--- src/rtl/riscv_pkg.sv ---
// riscv_pkg: shared memory-arbiter grant states and default bus widths
package riscv_pkg;
  localparam int ADDR_W = 64;
  localparam int LINE_W = 128;
  typedef enum logic [1:0] {GNT_IDLE, GNT_IC, GNT_DC} mem_gnt_e;
endpackage

--- src/rtl/riscv_mem_wdog.sv ---
// riscv_mem_wdog: grant watchdog, counts stalled cycles and pulses once on reaching TIMEOUT
module riscv_mem_wdog #(
  parameter int TIMEOUT = 256
) (
  input  logic clk,
  input  logic rst,
  input  logic clr,
  input  logic inc,
  output logic timeout
);
  localparam int CW = $clog2(TIMEOUT + 1);
  logic [CW-1:0] cnt_q, cnt_d;
  always_comb begin
    cnt_d = clr ? '0 : (inc && cnt_q != CW'(TIMEOUT)) ? cnt_q + 1'b1 : cnt_q;
    timeout = !clr && inc && cnt_q == CW'(TIMEOUT - 1);
  end
  always_ff @(posedge clk or posedge rst) begin
    if (rst) cnt_q <= '0;
    else cnt_q <= cnt_d;
  end
endmodule

--- src/rtl/riscv_mem_arbiter.sv ---
// riscv_mem_arbiter: round-robin share of the main-memory port between icache and dcache
module riscv_mem_arbiter import riscv_pkg::*; #(
  parameter int ADDR_W  = riscv_pkg::ADDR_W,
  parameter int LINE_W  = riscv_pkg::LINE_W,
  parameter int TIMEOUT = 256
) (
  input  logic              clk,
  input  logic              rst,
  input  logic              ic_mem_rden,
  input  logic [ADDR_W-1:0] ic_mem_addr,
  output logic              ic_mem_ready,
  output logic [LINE_W-1:0] ic_mem_rdata,
  input  logic              dc_mem_rden,
  input  logic              dc_mem_wren,
  input  logic [ADDR_W-1:0] dc_mem_addr,
  input  logic [LINE_W-1:0] dc_mem_wdata,
  output logic              dc_mem_ready,
  output logic [LINE_W-1:0] dc_mem_rdata,
  output logic              mem_rden,
  output logic              mem_wren,
  output logic [ADDR_W-1:0] mem_addr,
  output logic [LINE_W-1:0] mem_wdata,
  input  logic              mem_ready,
  input  logic [LINE_W-1:0] mem_rdata,
  output logic              mem_timeout
);
  mem_gnt_e state_q, state_d;
  logic last_dc_q, last_dc_d;
  logic ic_req, dc_req, gnt_ic, gnt_dc;
  always_comb begin
    ic_req = ic_mem_rden;
    dc_req = dc_mem_rden | dc_mem_wren;
    gnt_ic = state_q == GNT_IC;
    gnt_dc = state_q == GNT_DC;
    last_dc_d = gnt_dc ? 1'b1 : gnt_ic ? 1'b0 : last_dc_q;
    state_d = state_q;
    case (state_q)
      GNT_IDLE: state_d = (dc_req && (!ic_req || !last_dc_q)) ? GNT_DC : ic_req ? GNT_IC : GNT_IDLE;
      GNT_IC:   state_d = (mem_ready || !ic_req) ? GNT_IDLE : GNT_IC;
      // write-back completion holds the grant so the following allocate is atomic
      GNT_DC:   state_d = mem_ready ? (dc_mem_wren ? GNT_DC : GNT_IDLE) : dc_req ? GNT_DC : GNT_IDLE;
      default:  state_d = GNT_IDLE;
    endcase
    mem_rden     = gnt_ic ? ic_mem_rden : gnt_dc ? dc_mem_rden : 1'b0;
    mem_wren     = gnt_dc & dc_mem_wren;
    mem_addr     = gnt_ic ? ic_mem_addr : gnt_dc ? dc_mem_addr : '0;
    mem_wdata    = gnt_dc ? dc_mem_wdata : '0;
    ic_mem_ready = gnt_ic & mem_ready;
    dc_mem_ready = gnt_dc & mem_ready;
    ic_mem_rdata = mem_rdata;
    dc_mem_rdata = mem_rdata;
  end
  always_ff @(posedge clk or posedge rst) begin
    if (rst) begin
      state_q   <= GNT_IDLE;
      last_dc_q <= 1'b0;
    end else begin
      state_q   <= state_d;
      last_dc_q <= last_dc_d;
    end
  end
  riscv_mem_wdog #(.TIMEOUT(TIMEOUT)) u_wdog (
    .clk     (clk),
    .rst     (rst),
    .clr     (!(gnt_ic || gnt_dc) || mem_ready),
    .inc     ((gnt_ic || gnt_dc) && !mem_ready),
    .timeout (mem_timeout)
  );
endmodule

--- config.mk ---
export PLATFORM = sky130hd
export DESIGN_NAME = riscv_mem_arbiter
export DESIGN_NICKNAME = d
export VERILOG_FILES = /design/src/rtl/riscv_pkg.sv /design/src/rtl/riscv_mem_wdog.sv /design/src/rtl/riscv_mem_arbiter.sv
export SDC_FILE = /design/constraint.sdc
export NUM_CORES = 1
export LEC_CHECK = 0
export ABC_AREA = 1
export CAP_MARGIN = 5
export CORE_AREA = 2 2 324 326
export DETAILED_ROUTE_END_ITERATION = 16
export DIE_AREA = 0 0 326 328
export PLACE_DENSITY_LB_ADDON = 0.08
export SYNTH_ARGS = -nofsm -noshare
export SYNTH_HDL_FRONTEND = slang
export SYNTH_HIERARCHICAL = 1
export SYNTH_SLANG_ARGS = --single-unit
--- constraint.sdc ---
create_clock -name clk -period 1.8 [get_ports clk]
set_input_delay 0.36 -clock clk [delete_from_list [all_inputs] [get_ports clk]]
set_output_delay 0.36 -clock clk [all_outputs]
set_load 0.01 [all_outputs]
==> results of run 1 <==
-- what timing repair did --
| item | CTS | global route |
|---|---|---|
| setup endpoints to repair | 206 | 204 |
| hold buffers | 0 | 0 |
| pin swaps | 77 | 59 |
| setup buffers | 65 | 21 |
| gates resized for setup | 1281 | 290 |
| gates cloned | 22 | 1 |
-- where the power goes --
group / total (mW) / switching, mW / internal [mW]
logic: 13.5 / 6.23 / 7.31
clock network: 0.428 / 0.137 / 0.291
registers: 0.333 / 0.0271 / 0.306
total: 14.3 / 6.40 / 7.91
-- kinds of logic after synthesis --
kind of cell,count (synthesis),share of synthesized area (%)
AOI/OAI and AO/OA,5,0.514
buffers and inverters,444,57.6
and+or+nand+nor,393,33.5
muxes,1,0.231
adders and majority gates,7,1.80
DFF,12,6.17
xor gates and xnor gates,1,0.180
-- Yosys cell counts (all sizes together) --
cell type / count
mux2: 1
dfrtp: 12
xor2: 1
nor4: 1
nand3b: 1
or2: 1
nand2: 295
a21oi: 3
buf: 292
nor3: 1
nand3: 74
ha: 7
o21ai: 2
inv: 152
nor2: 18
nand4: 2
-- placed cells by master, fill, tap and decap left out, types with 4 or more instances in the layout --
| cell | count |
|---|---|
| sky130_fd_sc_hd__buf_12 | 31 |
| sky130_fd_sc_hd__buf_16 | 17 |
| sky130_fd_sc_hd__buf_2 | 42 |
| sky130_fd_sc_hd__buf_4 | 36 |
| sky130_fd_sc_hd__buf_6 | 196 |
| sky130_fd_sc_hd__buf_8 | 17 |
| sky130_fd_sc_hd__clkbuf_16 | 4 |
| sky130_fd_sc_hd__clkdlybuf4s50_1 | 260 |
| sky130_fd_sc_hd__dfrtp_1 | 12 |
| sky130_fd_sc_hd__ha_4 | 4 |
| sky130_fd_sc_hd__inv_1 | 47 |
| sky130_fd_sc_hd__inv_2 | 98 |
| sky130_fd_sc_hd__inv_4 | 5 |
| sky130_fd_sc_hd__nand2_1 | 97 |
| sky130_fd_sc_hd__nand2_2 | 89 |
| sky130_fd_sc_hd__nand2_4 | 109 |
| sky130_fd_sc_hd__nand3_1 | 16 |
| sky130_fd_sc_hd__nand3_2 | 49 |
| sky130_fd_sc_hd__nand3_4 | 9 |
| sky130_fd_sc_hd__nor2_1 | 12 |
-- area by class of cell --
| class | count | area [um2] | area share, % |
|---|---|---|---|
| Timing Repair Buffer | 604 | 6710 | 53.0 |
| Multi-Input combinational cell | 407 | 3230 | 25.6 |
| Inverter | 152 | 599 | 4.74 |
| Sequential cell | 12 | 300 | 2.37 |
| Clock buffer | 3 | 75.1 | 0.594 |
| Antenna cell | 2 | 5.00 | 0.0396 |
| Tap cell | 1380 | 1730 | 13.7 |
-- routing by layer --
layer  track usage, %  share of wire (%)  vias to the layer above
met5                0              0.086                        -
met4             2.16                3.5                        4
li1                 -                  -                     2886
met1             7.81                 38                     2667
met2             11.3                 48                      407
met3             3.15                 10                       95
-- sequential cells by signal, summed over array words and instances (netlist names) --
name,count
state_q,2
u_wdog/cnt_q,9
last_dc_q,1
-- per-stage QoR --
step,hold WS (ns),power (mW),cells,setup TNS (ns)
after floorplan,0.114,4.31,863,0
after detailed placement,0.504,8.92,2468,-76.55
final,0.363,14.3,2560,-39.33
after global placement,0.500,9.06,2468,-77.28
after global routing,0.402,15.4,2559,-52.55
after CTS,0.379,13.7,2552,-47.54
-- final timing paths --
kind | from | to | slack [ns] | depth (start not counted)
min reg2reg | last_dc_q | last_dc_q | 0.51 | 1
min in group clk | last_dc_q | last_dc_q | 0.51 | 1
max | state_q[1] | mem_addr[54] | -0.33 | 9
min | rst | last_dc_q | 0.36 | 2
max reg2reg | state_q[1] | state_q[1] | -0.03 | 12
max in group asynchronous | rst | u_wdog/cnt_q[5] | 1.00 | 2
==> summary by stage, run 1 <==
Critical path
The type of the setup path with the least slack is register to output port. The kind of launch point of the worst setup path is a register. The worst endpoint required time is 1.44 ns.

The peak per-stage delay on the critical path is 0.40 ns. The slowest cell on the critical path is sky130_fd_sc_hd__dfrtp_1. The kind of cell with the highest combined delay along the critical path is buffers and inverters. The number of buffers and inverters on the critical path is 6. The kind of capture point of the worst setup path is an output port. Traced cell by cell, the critical path runs through buf_6, ha_4, buf_12, buf_16, buf_12, buf_16, nand3_2, nand2_1, buf_2. Along the worst path, the maximum fanout reaches 7. At the worst endpoint, the arrival time is 1.77 ns.

Placement
The congestion estimate from routability-driven global placement came to 0.738. The post-DP HPWL is 29600 um. Once placement finished, the instance area stood at 9570 um2.

The number of port buffers is 458. The minimum setup slack after placement is -0.467 ns.

Yosys
The number of nets in the synthesized netlist is 1260. The biggest area contributor in the post-synthesis netlist is sky130_fd_sc_hd__buf_4. After synthesis, the cell types taking the most area are sky130_fd_sc_hd__buf_4 (42%), sky130_fd_sc_hd__nand2_1 (23%), sky130_fd_sc_hd__inv_1 (12%). Yosys printed 6 warnings.

Yosys mapped the design onto 25 distinct sky130hd cell types. Synthesis produced a netlist whose cell count is 863. The share of the yosys chip area belonging to registers is 6.17%. The post-synth design cell area is 4860 um2. The register bit total from synthesis is 12.

A synthesized cell averages 5.64 um2. The top cell type by area accounts for 41.8% of the synthesized area.

Global route
The via count of the first global-routing pass was 6195. Entering global routing, the biggest net connects 14 pins. The wire length of the first global-routing pass is 51800 um.

The final global-route overflow total is 0. The initial antenna violation count was 7. In the global route stage, overall resource usage came out at 6.84%.

Timing
Across all setup checks in the final design, the least slack found is -0.331 ns. For the pin with the worst max-slew slack, the measured transition is 0.461 ns. The worst clock skew is 0.00837 ns. After layout, the minimum clock period comes to 2.13 ns. The worst slew margin relative to its limit is 69.3%.

Setup violations remaining at the end of the flow were counted as 198. The portion of the clock cycle consumed by the worst path in the final layout is 118%. Setup repair after global routing could not meet its margin everywhere. The timing-limited maximum frequency is 469 MHz.

The hold violation total from the final report is 0. The number of max-slew violations in the final report came to 0.

Flow run
Max-cap violations in this run came to 0.

Route
After detailed routing, the average wire length per cell comes to 15.5 um. The number of nets with antenna violations after detailed routing is 0. The first detailed-routing pass took 4 iterations. The average vias per placed instance is 2.37.

The final layout contains routed wiring with a total length of 39600 um. The first-iteration detailed-routing DRC count is 93. The total number of vias is 6059. In the routed design, unresolved DRC markers number 0.

Clock network
The number of buffers on the longest clock path is 2. The clock tree from TritonCTS is built. The number of levels in the clock H-tree is 1. The number of clock sinks is 12. Clock tree synthesis selected as its root buffer the cell sky130_fd_sc_hd__clkbuf_16. Clock-pin slew was measured on the worst setup and hold paths at 0.05 ns. The insertion delay to the later sink of the worst-skew pair is 0.25 ns. Clock tree synthesis inserted a total of 3 buffers.

Finish
The share of the core filled with cells in the final layout is 12.3%. Compared with the post-synthesis result, the final layout area differs by 160%. The layout has 11900 filler cells. The final non-filler cell area is 12600 um2. The net count of the finished layout is 1577. The share of post-route cells with drive strength above 1 is 61.2%.

Floorplanning
The number of primary I/O pins is 843. For this configuration, the core starts out at a cell density of 4.71%. From left edge to right edge, the die measures 326 um. The die covers 107000 um2. The region available for standard cell placement spans 103000 um2. Measured along the y axis, the die boundary spans 328 um. The number of rows created at floorplan is 118.

Hold path
The worst hold path belongs to the class input pin to asynchronous set/reset pin.

Status
The run finished, with violations left. The checks that failed: negative setup slack.

Pwr
IR analysis of the VDD net gives a maximum drop of 0.000486 V. The reported leakage power is 6.25 nW. Power spread over the standard cell area amounts to 1130 nW/um2.
Power figures use the tool's default switching activity.
==> run 2: changes to the inputs <==
Settings changed: SLEW_MARGIN from default to 0.
==> results of run 2 <==
Final layout, timing and power as in run 1 (identical DEF).
==> run 3: changes to the inputs <==
Settings changed: CORE_AREA 2 2 324 326 to 8 8 318 320, DONT_BUFFER_PORTS from default to 1.
==> summary by stage, run 3 (synthesis results as in run 1) <==
Floorplanning
The number of rows created at floorplan came to 114 (-3.4%). The die span in y came to 328 um (unchanged). The overall die width came to 326 um (unchanged). The effective utilization at floorplan is 5.07% (+0.35 points). The number of primary I/O pins was 843 (unchanged). The overall die area is 107000 um2 (unchanged).

The core footprint is 96000 um2 (-7.0%).

Finish
The share of post-route cells with drive strength above 1 is 56.2% (-5.0 points). In the final layout, the registers with the most flip-flops are u_wdog/cnt_q: 9 flops, state_q: 2 flops, last_dc_q: 1 flops. The number of nets at the end of the flow is 1053 (-33%).

Leaving out fill and tap cells, the most frequent cells in the layout are sky130_fd_sc_hd__nand2_1 (164), sky130_fd_sc_hd__nand2_2 (79), sky130_fd_sc_hd__inv_2 (66). u_wdog/cnt_q holds more flip-flops than any other register. The area growth from synthesis to final layout is 37.6%. The commonest non-fill, non-tap cell in the layout is sky130_fd_sc_hd__nand2_1. The number of flip-flops in the largest register was 9 (unchanged).

Timing
Setup repair after global routing could not meet its margin everywhere. The worst clock skew came to 0.00537 ns (-0.00301 ns). The timing-limited maximum frequency came to 508 MHz (+8.2%). The setup TNS after final layout is -16.75 ns (+22.59 ns). The portion of the clock cycle consumed by the worst path in the final layout is 109% (-9.0 points). The hold violation total from the final report is 0 (unchanged).

The number of endpoints failing setup at the final stage was 178 (-10%). The actual slew at the worst max-slew pin was 0.446 ns (-0.0149 ns). The worst slew margin relative to its limit is 70.3% (+0.99 points). The number of max-slew violations in the final report is 0 (unchanged). The minimum setup slack in the final design is -0.170 ns (+0.161 ns). The clock period minus worst slack is 1.97 ns (-0.161 ns).

Pwr
The fraction of power consumed by sequential logic is 3.7% (+1.4 points). The reported leakage power is 3.17 nW (-49%). The switching portion of total power is 56.4% (+12 points). The internal power of the cells is 3.96 mW (-50%). The clock network fraction of total power is 5.3% (+2.3 points). The peak ir drop on the vdd network is 0.000396 V (-18%).

The power density over the cells is 1360 nW/um2 (+20%). The combinational share of power is 91.1% (-3.6 points). The switching power of the nets is 5.12 mW (-20%). The total power draw is 9.08 mW (-37%).

Clock network
The number of levels in the clock H-tree was 1 (unchanged). The clock transition time at the flip-flop clock pins of the worst setup and hold paths is 0.05 ns (about the same). The number of clock sinks is 12 (unchanged).

The insertion delay to the later sink of the worst-skew pair was 0.25 ns (about the same). The clock tree from TritonCTS is built. The number of CTS-inserted buffers is 3 (unchanged). The number of buffers on the longest clock path is 2 (unchanged). Clock tree synthesis selected as its root buffer the cell sky130_fd_sc_hd__clkbuf_16.

Placement
The post-DP HPWL is 24100 um (-19%). The number of port buffers came to 0 (-100%). The placer's final routability congestion estimate is 0.685 (-7.1%).

Critical path
STA classifies the critical path endpoint as an output port. The minimum setup slack among reg-to-reg paths came to 0.18 ns (+0.21 ns). The buffers plus inverters on the worst setup path is 5 (-1). The critical path startpoint is state_q[0]. The worst endpoint required time is 1.44 ns (about the same). The origin of the critical flop-to-flop path is state_q[1]. The peak per-stage delay on the critical path is 0.39 ns (about the same). By startpoint and endpoint, the worst setup path is classified as register to output port.

The signal on the critical path passes through buf_6, ha_4, inv_8, buf_16, buf_12, buf_8, nand3_1, nand2_2. The kind of launch point of the worst setup path is a register. In this run the critical register-to-register path is captured at u_wdog/cnt_q[1]. The length in cells of the worst reg-to-reg path is 9 (-3). The arrival time reported for the critical path endpoint came to 1.61 ns (-0.16 ns). The highest net fanout along the worst path is 7 (unchanged). The slowest stage of the critical path belongs to the cell sky130_fd_sc_hd__dfrtp_1. The cell family contributing the most delay on the critical path is buffers and inverters.

Global route
The final global-route overflow total is 0 (unchanged). The pin count of the biggest net entering global routing is 49 (+35). The wire length of the first global-routing pass is 38700 um (-25%).

The global routing stage identified its most utilized layer as met2. The via count of the first global-routing pass is 4316 (-30%). The total global routing track utilization was 5.09% (-1.8 points). The initial antenna violation count was 5 (-2).

The met1 usage in global routing is 5.57% (-2.2 points). The met3 track utilization from global routing is 3.37% (+0.22 points). The global routing usage on met2 is 7.75% (-3.6 points).

Route
The sum of routed wire length over all layers is 31600 um (-20%). The average vias per placed instance is 2.19 (-7.7%). The routed wirelength normalized by instance count was 16.3 um (+5.4%).

The number of detailed-routing iterations run before antenna repair came to 4 (unchanged). The first-iteration detailed-routing DRC count is 182 (+96%). The total number of vias is 4235 (-30%). The post-route DRC violation count is 0 (unchanged).

The number of nets with antenna violations after detailed routing was 0 (unchanged).

Flow run
The max-cap check violation count is 0 (unchanged).

Status
The run finished, with violations left. The final reports fail on negative setup slack.

Hold path
The path type of the worst min-delay path is input pin to asynchronous set/reset pin.
-- run 3: changes by cell type in the layout (fill, tap and decap cells not counted), sizes merged --
cell	previous run	this run
diode	2	7
clkbuf	4	12
dlygate4sd3	0	1
buf	339	71
clkdlybuf4s15	3	0
inv	150	152
clkinv	1	0
clkdlybuf4s50	260	0
dlymetal6s2s	1	0
clkinvlp	1	0
-- run 3: cell type report --
type	instances	area [um2]
Antenna cell	7	17.5
Clock buffer	4	88.8
Fill cell	11300	89300
Inverter	152	668
Multi-Input combinational cell	407	2730
Sequential cell	12	300
Tap cell	1276	1600
Timing Repair Buffer	80	1290
-- run 3: what timing repair did --
action / 4_1_cts / 5_1_grt
hold buffers: 1 / 0
gates cloned: 5 / 8
gates resized for setup: 230 / 201
endpoints found under the hold margin: 3 / 0
pin swaps: 21 / 36
buffers inserted: 14 / 8
setup endpoints to repair: 170 / 197
-- run 3: power by group through the flow --
stage               combinational, mW  clock (mW)  sequential, mW
detailed placement               4.91           0           0.329
global route                     8.93       0.506           0.336
floorplan                        3.97           0           0.330
CTS                              6.79       0.503           0.326
global placement                 4.99           0           0.328
finish                           8.28       0.477           0.332
-- run 3: routing by layer --
| metal | part of all wire [%] | routed length, um |
|---|---|---|
| met1 | 37 | 11600 |
| met2 | 45 | 14300 |
| met3 | 14 | 4530 |
| met4 | 3.3 | 1050 |
| met5 | 0.23 | 74 |
-- run 3: how the worst max path moves through the flow --
stage,to,cells past startpoint,slack [ns]
4_1_cts,mem_rden,7,-0.22
3_3_place_gp,mem_addr[61],6,-0.07
5_1_grt,mem_wdata[97],7,-0.25
2_1_floorplan,mem_timeout,6,0.18
3_5_place_dp,mem_addr[45],6,-0.08
6_report,mem_addr[19],8,-0.17
-- run 3: metrics by stage --
step	hold slack [ns]	utilization, %	instance area, um2	std cells	setup WS [ns]
3_3_place_gp	0.158	4.99	4790	1895	-0.0675
2_1_floorplan	0.114	-	4860	863	0.177
6_report	0.00175	6.97	6690	1938	-0.170
5_1_grt	0.0510	6.96	6690	1935	-0.255
3_5_place_dp	0.148	4.99	4790	1895	-0.0832
4_1_cts	0.0297	5.97	5740	1919	-0.219
